**src/rtl/xif_offload_master.sv**
```systemverilog
// XIF offload master: turns a local command into an X-interface issue/commit/result
// transaction with a single outstanding instruction, reporting completion status.
`default_nettype none

package xif_offload_pkg;
  localparam int unsigned X_ID_WIDTH_MAX = 8;

  typedef struct packed {
    logic [31:0]               instr;
    logic [1:0][31:0]          rs;
    logic [X_ID_WIDTH_MAX-1:0] id;
  } x_issue_req_t;

  typedef struct packed {
    logic accept;
    logic writeback;
    logic loadstore;
  } x_issue_resp_t;

  typedef struct packed {
    logic [X_ID_WIDTH_MAX-1:0] id;
    logic                      commit_kill;
  } x_commit_t;

  typedef struct packed {
    logic [X_ID_WIDTH_MAX-1:0] id;
    logic [4:0]                rd;
    logic                      we;
    logic [31:0]               data;
  } x_result_t;
endpackage

module xif_offload_master
  import xif_offload_pkg::*;
#(
  parameter int unsigned X_ID_WIDTH     = 4,    // must not exceed X_ID_WIDTH_MAX
  parameter int unsigned TIMEOUT_CYCLES = 1024  // minimum 2
) (
  input  logic          clk_i,
  input  logic          rst_ni,
  input  logic          cmd_valid_i,
  output logic          cmd_ready_o,
  input  logic [31:0]   cmd_instr_i,
  input  logic [31:0]   cmd_rs1_i,
  input  logic [31:0]   cmd_rs2_i,
  output logic          xif_issue_valid_o,
  input  logic          xif_issue_ready_i,
  output x_issue_req_t  xif_issue_req_o,
  input  x_issue_resp_t xif_issue_resp_i,
  output logic          xif_commit_valid_o,
  output x_commit_t     xif_commit_o,
  input  logic          xif_result_valid_i,
  output logic          xif_result_ready_o,
  input  x_result_t     xif_result_i,
  output logic          rsp_valid_o,
  output logic [1:0]    rsp_status_o,
  output logic [4:0]    rsp_rd_o,
  output logic          rsp_we_o,
  output logic [31:0]   rsp_data_o,
  output logic          busy_o
);

  localparam int unsigned TW = $clog2(TIMEOUT_CYCLES);
  localparam logic [TW-1:0] TMO_LAST = TW'(TIMEOUT_CYCLES - 1);

  localparam logic [2:0] S_IDLE    = 3'd0;
  localparam logic [2:0] S_ISSUE   = 3'd1;
  localparam logic [2:0] S_COMMIT  = 3'd2;
  localparam logic [2:0] S_WAIT    = 3'd3;
  localparam logic [2:0] S_RESPOND = 3'd4;

  localparam logic [1:0] ST_OK       = 2'd0;
  localparam logic [1:0] ST_REJECTED = 2'd1;
  localparam logic [1:0] ST_TIMEOUT  = 2'd2;
  localparam logic [1:0] ST_ID_MISM  = 2'd3;

  logic [2:0]            state_q, state_d;
  logic [31:0]           instr_q, instr_d;
  logic [31:0]           rs1_q, rs1_d;
  logic [31:0]           rs2_q, rs2_d;
  logic [X_ID_WIDTH-1:0] id_q, id_d;
  logic [X_ID_WIDTH-1:0] issued_id_q, issued_id_d;
  logic [TW-1:0]         tmo_q, tmo_d;
  logic [1:0]            status_q, status_d;
  logic [4:0]            rd_q, rd_d;
  logic                  we_q, we_d;
  logic [31:0]           data_q, data_d;

  logic id_match;
  logic unused_resp;

  assign id_match    = (xif_result_i.id == X_ID_WIDTH_MAX'(issued_id_q));
  assign unused_resp = xif_issue_resp_i.writeback ^ xif_issue_resp_i.loadstore;

  always_comb begin
    state_d     = state_q;
    instr_d     = instr_q;
    rs1_d       = rs1_q;
    rs2_d       = rs2_q;
    id_d        = id_q;
    issued_id_d = issued_id_q;
    tmo_d       = tmo_q;
    status_d    = status_q;
    rd_d        = rd_q;
    we_d        = we_q;
    data_d      = data_q;
    case (state_q)
      S_IDLE: begin
        if (cmd_valid_i) begin
          instr_d = cmd_instr_i;
          rs1_d   = cmd_rs1_i;
          rs2_d   = cmd_rs2_i;
          state_d = S_ISSUE;
        end
      end
      S_ISSUE: begin
        if (xif_issue_ready_i) begin
          if (xif_issue_resp_i.accept) begin
            issued_id_d = id_q;
            id_d        = id_q + X_ID_WIDTH'(1);
            state_d     = S_COMMIT;
          end else begin
            // A rejected instruction never received an ID, so the counter stays put.
            status_d = ST_REJECTED;
            rd_d     = '0;
            we_d     = 1'b0;
            data_d   = '0;
            state_d  = S_RESPOND;
          end
        end
      end
      S_COMMIT: begin
        tmo_d   = '0;
        state_d = S_WAIT;
      end
      S_WAIT: begin
        // A result on the final timeout cycle still wins over the timeout.
        if (xif_result_valid_i) begin
          status_d = id_match ? ST_OK : ST_ID_MISM;
          rd_d     = id_match ? xif_result_i.rd : 5'd0;
          we_d     = id_match ? xif_result_i.we : 1'b0;
          data_d   = id_match ? xif_result_i.data : 32'd0;
          state_d  = S_RESPOND;
        end else if (tmo_q == TMO_LAST) begin
          status_d = ST_TIMEOUT;
          rd_d     = '0;
          we_d     = 1'b0;
          data_d   = '0;
          state_d  = S_RESPOND;
        end else begin
          tmo_d = tmo_q + TW'(1);
        end
      end
      S_RESPOND: state_d = S_IDLE;
      default:   state_d = S_IDLE;
    endcase
  end

  always_ff @(posedge clk_i or negedge rst_ni) begin
    if (!rst_ni) begin
      state_q     <= S_IDLE;
      instr_q     <= '0;
      rs1_q       <= '0;
      rs2_q       <= '0;
      id_q        <= '0;
      issued_id_q <= '0;
      tmo_q       <= '0;
      status_q    <= ST_OK;
      rd_q        <= '0;
      we_q        <= 1'b0;
      data_q      <= '0;
    end else begin
      state_q     <= state_d;
      instr_q     <= instr_d;
      rs1_q       <= rs1_d;
      rs2_q       <= rs2_d;
      id_q        <= id_d;
      issued_id_q <= issued_id_d;
      tmo_q       <= tmo_d;
      status_q    <= status_d;
      rd_q        <= rd_d;
      we_q        <= we_d;
      data_q      <= data_d;
    end
  end

  assign cmd_ready_o        = (state_q == S_IDLE);
  assign busy_o             = (state_q != S_IDLE);
  assign xif_issue_valid_o  = (state_q == S_ISSUE);
  assign xif_commit_valid_o = (state_q == S_COMMIT);
  // Results are also sunk in IDLE so stale or late responses cannot stall the coprocessor.
  assign xif_result_ready_o = (state_q == S_IDLE) || (state_q == S_WAIT);
  assign rsp_valid_o        = (state_q == S_RESPOND);

  assign xif_issue_req_o = '{instr: instr_q, rs: {rs2_q, rs1_q}, id: X_ID_WIDTH_MAX'(id_q)};
  assign xif_commit_o    = '{id: X_ID_WIDTH_MAX'(issued_id_q), commit_kill: 1'b0};

  assign rsp_status_o = status_q;
  assign rsp_rd_o     = rd_q;
  assign rsp_we_o     = we_q;
  assign rsp_data_o   = data_q;

endmodule

`default_nettype wire

```
**config.mk**
```make
export PLATFORM = sky130hd
export DESIGN_NAME = xif_offload_master
export DESIGN_NICKNAME = d
export VERILOG_FILES = /design/src/rtl/xif_offload_master.sv
export SDC_FILE = /design/constraint.sdc
export NUM_CORES = 1
export LEC_CHECK = 0
export ABC_CLOCK_PERIOD_IN_PS = 5610
export CAP_MARGIN = 20
export CORE_UTILIZATION = 30
export DETAILED_ROUTE_END_ITERATION = 10
export PLACE_DENSITY = 0.68
export SYNTH_ARGS = -nofsm -noshare
export SYNTH_HDL_FRONTEND = slang
export SYNTH_SLANG_ARGS = --single-unit
```
**constraint.sdc**
```tcl
create_clock -name clk_i -period 5.61 [get_ports clk_i]
set_clock_uncertainty 0.2 [all_clocks]
set_input_delay 0.561 -clock clk_i [delete_from_list [all_inputs] [get_ports clk_i]]
set_output_delay 0.561 -clock clk_i [all_outputs]
set_load 0.1 [all_outputs]
```
==> results of run 1 <==
[what timing repair did]
action | in CTS | in global routing
hold buffers | 1 | 0
endpoints found under the hold margin | 44 | 0
buffers inserted | 0 | 0
[registers in the layout, indices dropped and copies added, names as in the netlist]
register / cells
instr_q: 32
rs1_q: 32
rs2_q: 32
rsp_data_o: 32
tmo_q: 10
rsp_rd_o: 5
id_q: 4
issued_id_q: 4
state_q: 3
rsp_status_o: 2
rsp_we_o: 1
[worst max-delay path, delay by kind of cell, from the launching register on]
family	cells	cell delay [ps]
and+or+nand+nor	1	530
DFF	1	530
buffers and inverters	3	1450
[stage by stage]
step                std cells  hold WS (ps)  util (%)  area (um2)  setup slack, ps
floorplan                 440          65.4         -        6520             1700
global placement          984           288      45.4        9560             2390
detailed placement        984           291      45.4        9560             2380
CTS                      1017           305      48.2       10200             1910
global route             1017           314      48.2       10200             1770
finish                   1017           301      48.2       10200             1920
[cells in the mapped netlist (2+ instances only)]
cell	instances	area share, %
a21oi_1	4	0.31
a22o_1	39	5.3
and2_1	2	0.19
buf_12	5	1.5
buf_2	4	0.31
buf_4	17	2.0
buf_6	6	1.0
dfrtp_1	157	61
ha_1	2	0.39
inv_1	8	0.46
mux2_2	57	9.9
mux2_4	40	9.3
mux2i_1	4	0.62
nand2_1	23	1.3
nand2b_1	2	0.19
nand3_1	9	0.69
nand4_1	2	0.19
nor2_1	6	0.35
nor3_1	3	0.23
nor3b_1	2	0.23
o21ai_0	8	0.62
o31ai_1	2	0.23
or3_1	2	0.19
xnor2_1	7	0.94
[metal layers]
layer  vias up  global-route usage (%)  routed length [um]
met5         -                       0                   0
met1      2232                    19.5                7380
met3         9                    5.05                1340
met4         0                    4.29                 155
met2       188                    25.0                8250
li1       2131                       -                   -
[layout make-up]
class                      instances  share of cell area (%)
sequential                       157                    38.7
timing repair buffer             303                    29.7
multi-input combinational        241                    22.1
clock buffer                      18                    4.32
tap                              275                    3.39
clock inverter                    14                    1.45
inverter                           9                   0.332
[cells by family after synthesis]
logic type,count (synthesis)
xor gates and xnor gates,7
DFF,157
other,1
AOI/OAI and AO/OA,61
and+or+nand+nor,61
muxes,101
buffers and inverters,42
adders and majority gates,2
[worst paths after layout]
path,startpoint,end,slack (ps),depth (start not counted)
min reg2reg,tmo_q[8]$_DFFE_PN0P_,tmo_q[8]$_DFFE_PN0P_,300,1
max reg2reg,state_q[1]$_DFFE_PN0P_,instr_q[3]$_DFFE_PN0P_,2870,5
max in group asynchronous,rst_ni,rsp_rd_o[4]$_DFFE_PN0P_,3630,3
min,tmo_q[8]$_DFFE_PN0P_,tmo_q[8]$_DFFE_PN0P_,300,1
min in group asynchronous,rst_ni,instr_q[28]$_DFFE_PN0P_,450,2
max,state_q[1]$_DFFE_PN0P_,xif_commit_valid_o,1920,4
==> results.cfg, run 1 <==
[synthesis]
yosysUniqueCellTypes = 45
async_reset_ff_share_pct = 100
syn-instance-count = 432
synth.yosys.warnings = 0
synth_compound_area_share_pct = 7.87
synth_area_um2 = 6490
synth_edf_count = 0
ys_ff_latch = 157
ys_seq_area_share_pct = 60.5
synth_top_family_by_area = multiplexers
avgSynthCellArea_um2 = 15.0
synthSimpleGateAreaFrac_pct = 5.01
synthFlopType = dfrtp_1
synth.mux.area_fraction_pct = 19.8
synth_xor_area_share_pct = 0.945
synth_fa_ha_area_share_pct = 0.386

[global_route]
grt_pass1_wl_um = 26000
antenna_found_initial = 0
grt_max_degree = 58
grt_usage_pct = 15.4
grt.overflow.total = 0
grt_pass1_vias = 4574

[clock_tree]
cts_root_buffer = clkbuf_16
clock_sinks = 157
cts_resized = 0
clk_pin_slew_ps = 70
htreeDepth = 4
tritoncts = yes
clockBufferDepth = 2
clock_latency_ps = 420
numCtsBuffers = 17

[worst_hold_path]
hold_class = flop to flop

[sta]
rsz0062_at_grt = no
fin_crit_sh_pct = 65.8
slew_violations = 0
hold_viol = 0
tns_ps = 0
timing.fmax_ghz = 0.271
finalCriticalPeriod_ps = 3690
max_slew_margin_pct = 30.0
finalSetupViolCount = 0
worst-slew-pin-transition_ps = 1050

[cells_and_area]
final_common_cell = clkdlybuf4s50_1
drive_above_1_share_pct = 19.5
final_cell_mix = clkdlybuf4s50_1 (296), dfrtp_1 (157), mux2_2 (57)
multi_input_area_um2 = 2250
fillCellCount = 1910
area_growth_pct = 56.6
n_antenna_cell = 0
regArea_um2 = 3930
finalNetCount = 881

[outcome]
status = complete, no violations

[setup_path]
crit_chain = inv_1, or3_1, inv_1, clkdlybuf4s50_1
crit_required_ps = 4850
critPathCaptureType = output port
critPathArrivalTime_ps = 2930
path_common_cell = inv_1
cpPeakStageDelay_ps = 1170
crit_type = flop to output port
slowest_stage = clkdlybuf4s50_1
path_max_fanout = 11
cp-start-kind = flop

[placement]
hpwl_um = 12400
port_buffers = 297
gp_congestion = 0.738

[job]
drv_cap = 0

[die]
initial_core_util_pct = 30.8
die_area_um2 = 22200
dieHeight_um = 149
core_um2 = 21100
rows = 53
die_w_um = 149
io_pins = 309

[routing]
wirelength_um = 17100
vias = 4560
avgViaCountPerCell = 4.48
first_pass_iters = 4
postRouteAntennaNets = 0
drc = 0
drtIter0Drc = 157
avgRoutedWirePerCell_um = 16.8
Power of run 1 is left out: the tool's default activity adds up to more than one toggle a clock period on the data nets, which glitch-free logic cannot reach.
==> inputs of run 2 (changes only) <==
Settings changed: ABC_CLOCK_PERIOD_IN_PS 5610 to 3300, PLACE_DENSITY 0.68 to 0.7.
Clock period 5.61 ns to 3.3 ns, I/O delays scaled along.
==> results.cfg, run 2 (synthesis gave the netlist of run 1 again) <==
[outcome]
status = complete, no violations

[clock_tree]
numCtsBuffers = 17
cts_root_buffer = clkbuf_16
postCtsSetupBuffers = 0
clock_sinks = 157
clk_pin_slew_ps = 70
clockBufferDepth = 2
tritoncts = yes
clock_latency_ps = 410
htreeDepth = 4

[job]
drv_cap = 0

[routing]
wl_met3_um = 1030
postRouteAntennaNets = 0
wl_met1_um = 7250
wirelength_um = 16700
avgViaCountPerCell = 4.52
vias = 4613
drtIter0Drc = 153
first_pass_iters = 4
drc = 0
avgRoutedWirePerCell_um = 16.4
highest_layer = met5
route.met2.wl_um = 8270

[setup_path]
cp-start-kind = flop
crit_type = flop to output port
crit_required_ps = 2770
reg2reg_from = tmo_q[0]$_DFFE_PN0P_
path_max_fanout = 11
crit_start = state_q[1]$_DFFE_PN0P_
critPathCaptureType = output port
critPathArrivalTime_ps = 2100

[placement]
hpwl_um = 12000
gp_congestion = 0.783
port_buffers = 297
dp.cells = 987

[sta]
finalSetupViolCount = 0
hold_viol = 0
slew_violations = 0
fin_crit_sh_pct = 79.8
max_slew_margin_pct = 32.6
finalCriticalPeriod_ps = 2630
whs_ps = 304
timing.fmax_ghz = 0.380
tns_ps = 0
worst-slew-pin-transition_ps = 1010
rsz0062_at_grt = no

[cells_and_area]
area_growth_pct = 56.2
drive_above_1_share_pct = 24.8
final_common_cell = clkdlybuf4s50_1
n_antenna_cell = 0
fillCellCount = 1859
regArea_um2 = 3930
fin_cells = 1020
multi_input_area_um2 = 2250
final_cell_mix = clkdlybuf4s50_1 (259), dfrtp_1 (157), mux2_2 (57)
finalNetCount = 884

[die]
initial_core_util_pct = 30.8
io_pins = 309
die_area_um2 = 22200
die_w_um = 149
core_um2 = 21100
dieHeight_um = 149
rows = 53

[global_route]
grt_max_degree = 75
grt_usage_pct = 14.9
grt.overflow.total = 0
grt_pass1_wl_um = 25600
antenna_found_initial = 2
grt_pass1_vias = 4659

[worst_hold_path]
hold_class = flop to flop
min_from = instr_q[1]$_DFFE_PN0P_
==> run 2: cell count changes in the layout (fill, tap and decap cells not counted) <==
cell and delta:
buf_12 +4, buf_4 +36, clkbuf_1 +1, clkbuf_8 -1
clkdlybuf4s50_1 -37, clkinv_2 -1, clkinvlp_4 +1, nor3b_1 -1
nor3b_2 +1
==> run 2: layout make-up <==
type	count	area share (%)
Clock buffer	18	4.23
Clock inverter	14	1.48
Inverter	9	0.333
Multi-Input combinational cell	241	22.2
Sequential cell	157	38.8
Tap cell	275	3.39
Timing Repair Buffer	306	29.6
==> run 2: final timing paths <==
kind                       cells after the start                       to  slack, ps
setup / recovery                               4       xif_commit_valid_o        670
hold / removal                                 1   instr_q[1]$_DFFE_PN0P_        300
setup reg to reg                               5     tmo_q[6]$_DFFE_PN0P_        890
hold reg to reg                                1   instr_q[1]$_DFFE_PN0P_        300
max in group asynchronous                      3     rs2_q[2]$_DFFE_PN0P_       1740
min in group asynchronous                      2  instr_q[30]$_DFFE_PN0P_        320
==> run 2: per-layer routing <==
metal	vias to the layer above	track usage [%]
li1	2140	-
met1	2297	19.0
met2	163	24.8
met3	11	4.04
met4	2	4.39
met5	-	0
==> run 2: timing repair <==
action,in CTS,in global routing
gates resized for setup,0,0
hold buffers,1,0
hold endpoints to repair,72,0
==> run 2: worst max-delay path, stage by stage, from the launching register on <==
cell     delay, ps
dfrtp_1        530
inv_1          130
or3_1          530
inv_1          190
buf_4          310
==> run 2: metrics by stage <==
| stage | worst slack, ps | util [%] | instance area, um2 |
|---|---|---|---|
| 2_1_floorplan | 40.3 | - | 6530 |
| 3_3_place_gp | 961 | 45.3 | 9550 |
| 3_5_place_dp | 896 | 45.3 | 9550 |
| 4_1_cts | 665 | 48.1 | 10100 |
| 5_1_grt | 546 | 48.1 | 10100 |
| 6_report | 665 | 48.1 | 10100 |
Power of run 2 is left out for the same reason.
==> inputs of run 3 (changes only) <==
Settings changed: ABC_CLOCK_PERIOD_IN_PS 3300 to 2700, PLACE_DENSITY 0.7 to 0.68.
Clock period 3.3 ns to 2.7 ns, I/O delays scaled along.
==> results.cfg, run 3 (synthesis gave the netlist of run 1 again) <==
[placement]
port_buffers = 297
hpwl_um = 12300
dp_slack_ps = 374
gp_congestion = 0.761

[die]
initial_core_util_pct = 30.8
core_um2 = 21100
rows = 53
die_w_um = 149
io_pins = 309
die_area_um2 = 22200
dieHeight_um = 149

[setup_path]
critPathArrivalTime_ps = 1960
critPathCaptureType = output port
path_common_cell = inv_1
crit_type = flop to output port
slowest_stage = or3_1
crit_required_ps = 2230
path_max_fanout = 10
cp-start-kind = flop
cpPeakStageDelay_ps = 520
crit_chain = buf_4, inv_1, or3_1, inv_1, buf_12

[sta]
finalCriticalPeriod_ps = 2430
finalSetupViolCount = 0
hold_viol = 0
slew_violations = 0
rsz0062_at_grt = no
fin_crit_sh_pct = 89.9
timing.fmax_ghz = 0.412
max_slew_margin_pct = 40.8
worst-slew-pin-transition_ps = 883
worst_slack_ps = 274

[clock_tree]
tritoncts = yes
cts_root_buffer = clkbuf_16
htreeDepth = 4
clock_sinks = 157
numCtsBuffers = 17
clk_pin_slew_ps = 70
clock_latency_ps = 410
clockBufferDepth = 2

[global_route]
grt.overflow.total = 0
met2_usage_pct = 24.9
met1_usage_pct = 18.1
top_usage_layer = met2
grt_pass1_wl_um = 24900
grt_use_met3_pct = 4.71
grt_max_degree = 59
grt_pass1_vias = 4497
grt_usage_pct = 14.7
antenna_found_initial = 0

[cells_and_area]
multi_input_area_um2 = 2260
final_cell_mix = dfrtp_1 (157), buf_4 (157), clkdlybuf4s50_1 (146)
drive_above_1_share_pct = 40.5
area_growth_pct = 52.6
finalNetCount = 888
fillCellCount = 1942
n_antenna_cell = 0
regArea_um2 = 3930

[routing]
postRouteAntennaNets = 0
vias = 4546
avgViaCountPerCell = 4.44
drtIter0Drc = 163
avgRoutedWirePerCell_um = 16.2
drc = 0
first_pass_iters = 4
wirelength_um = 16600

[job]
drv_cap = 0

[worst_hold_path]
hold_class = primary input to asynchronous set/reset pin

[outcome]
status = complete, no violations
## run 3: through the flow
step / std cells / setup TNS [ps] / utilization (%) / cell area, um2 / hold slack (ps)
2_1_floorplan: 440 / -12.9 / - / 6530 / -226
6_report: 1024 / 0 / 47.0 / 9900 / 191
3_5_place_dp: 991 / 0 / 44.2 / 9310 / 76.1
5_1_grt: 1024 / 0 / 47.0 / 9900 / 227
4_1_cts: 1024 / 0 / 47.0 / 9900 / 192
3_3_place_gp: 991 / 0 / 44.2 / 9310 / 79.5
## run 3: what timing repair did
action / CTS / global route
setup endpoints to repair: 0 / 0
hold endpoints to repair: 54 / 0
gates resized for setup: 0 / 0
setup buffers: 0 / 0
hold buffers: 1 / 0
## run 3: worst max-delay path: cells and delay by family (launching register included)
family                 cells  cell delay [ps]
AND/OR/NAND/NOR            1              520
flip-flops                 1              350
buffers and inverters      4              660
## run 3: final timing paths
| path | slack [ps] | from | to | depth (start not counted) |
|---|---|---|---|---|
| worst max-delay path | 270 | state_q[1]$_DFFE_PN0P_ | xif_commit_valid_o | 5 |
| worst min-delay path | 190 | rst_ni | instr_q[21]$_DFFE_PN0P_ | 2 |
| worst max register to register | 350 | tmo_q[0]$_DFFE_PN0P_ | tmo_q[5]$_DFFE_PN0P_ | 5 |
| worst min register to register | 300 | rsp_data_o[22]$_DFFE_PN0P_ | rsp_data_o[22]$_DFFE_PN0P_ | 1 |
| max in group asynchronous | 1380 | rst_ni | rs2_q[24]$_DFFE_PN0P_ | 3 |
| min in group clk_i | 240 | xif_result_i[6] | rsp_data_o[6]$_DFFE_PN0P_ | 2 |
## run 3: area by class of cell
class                   count  area share [%]
inverters                   9           0.341
well taps                 275            3.47
repair buffers            310            27.9
multi-input cells         241            22.8
clock buffers              18            4.33
clock inverters            14            1.53
flip-flops and latches    157            39.7
## run 3: metal layers
layer	up-vias	share of wire, %	wire length (um)
li1	2139	-	-
met3	13	7.1	1180
met1	2229	42	6990
met4	0	0.94	157
met2	165	50	8310
met5	-	0	0
Power of run 3 is left out for the same reason.
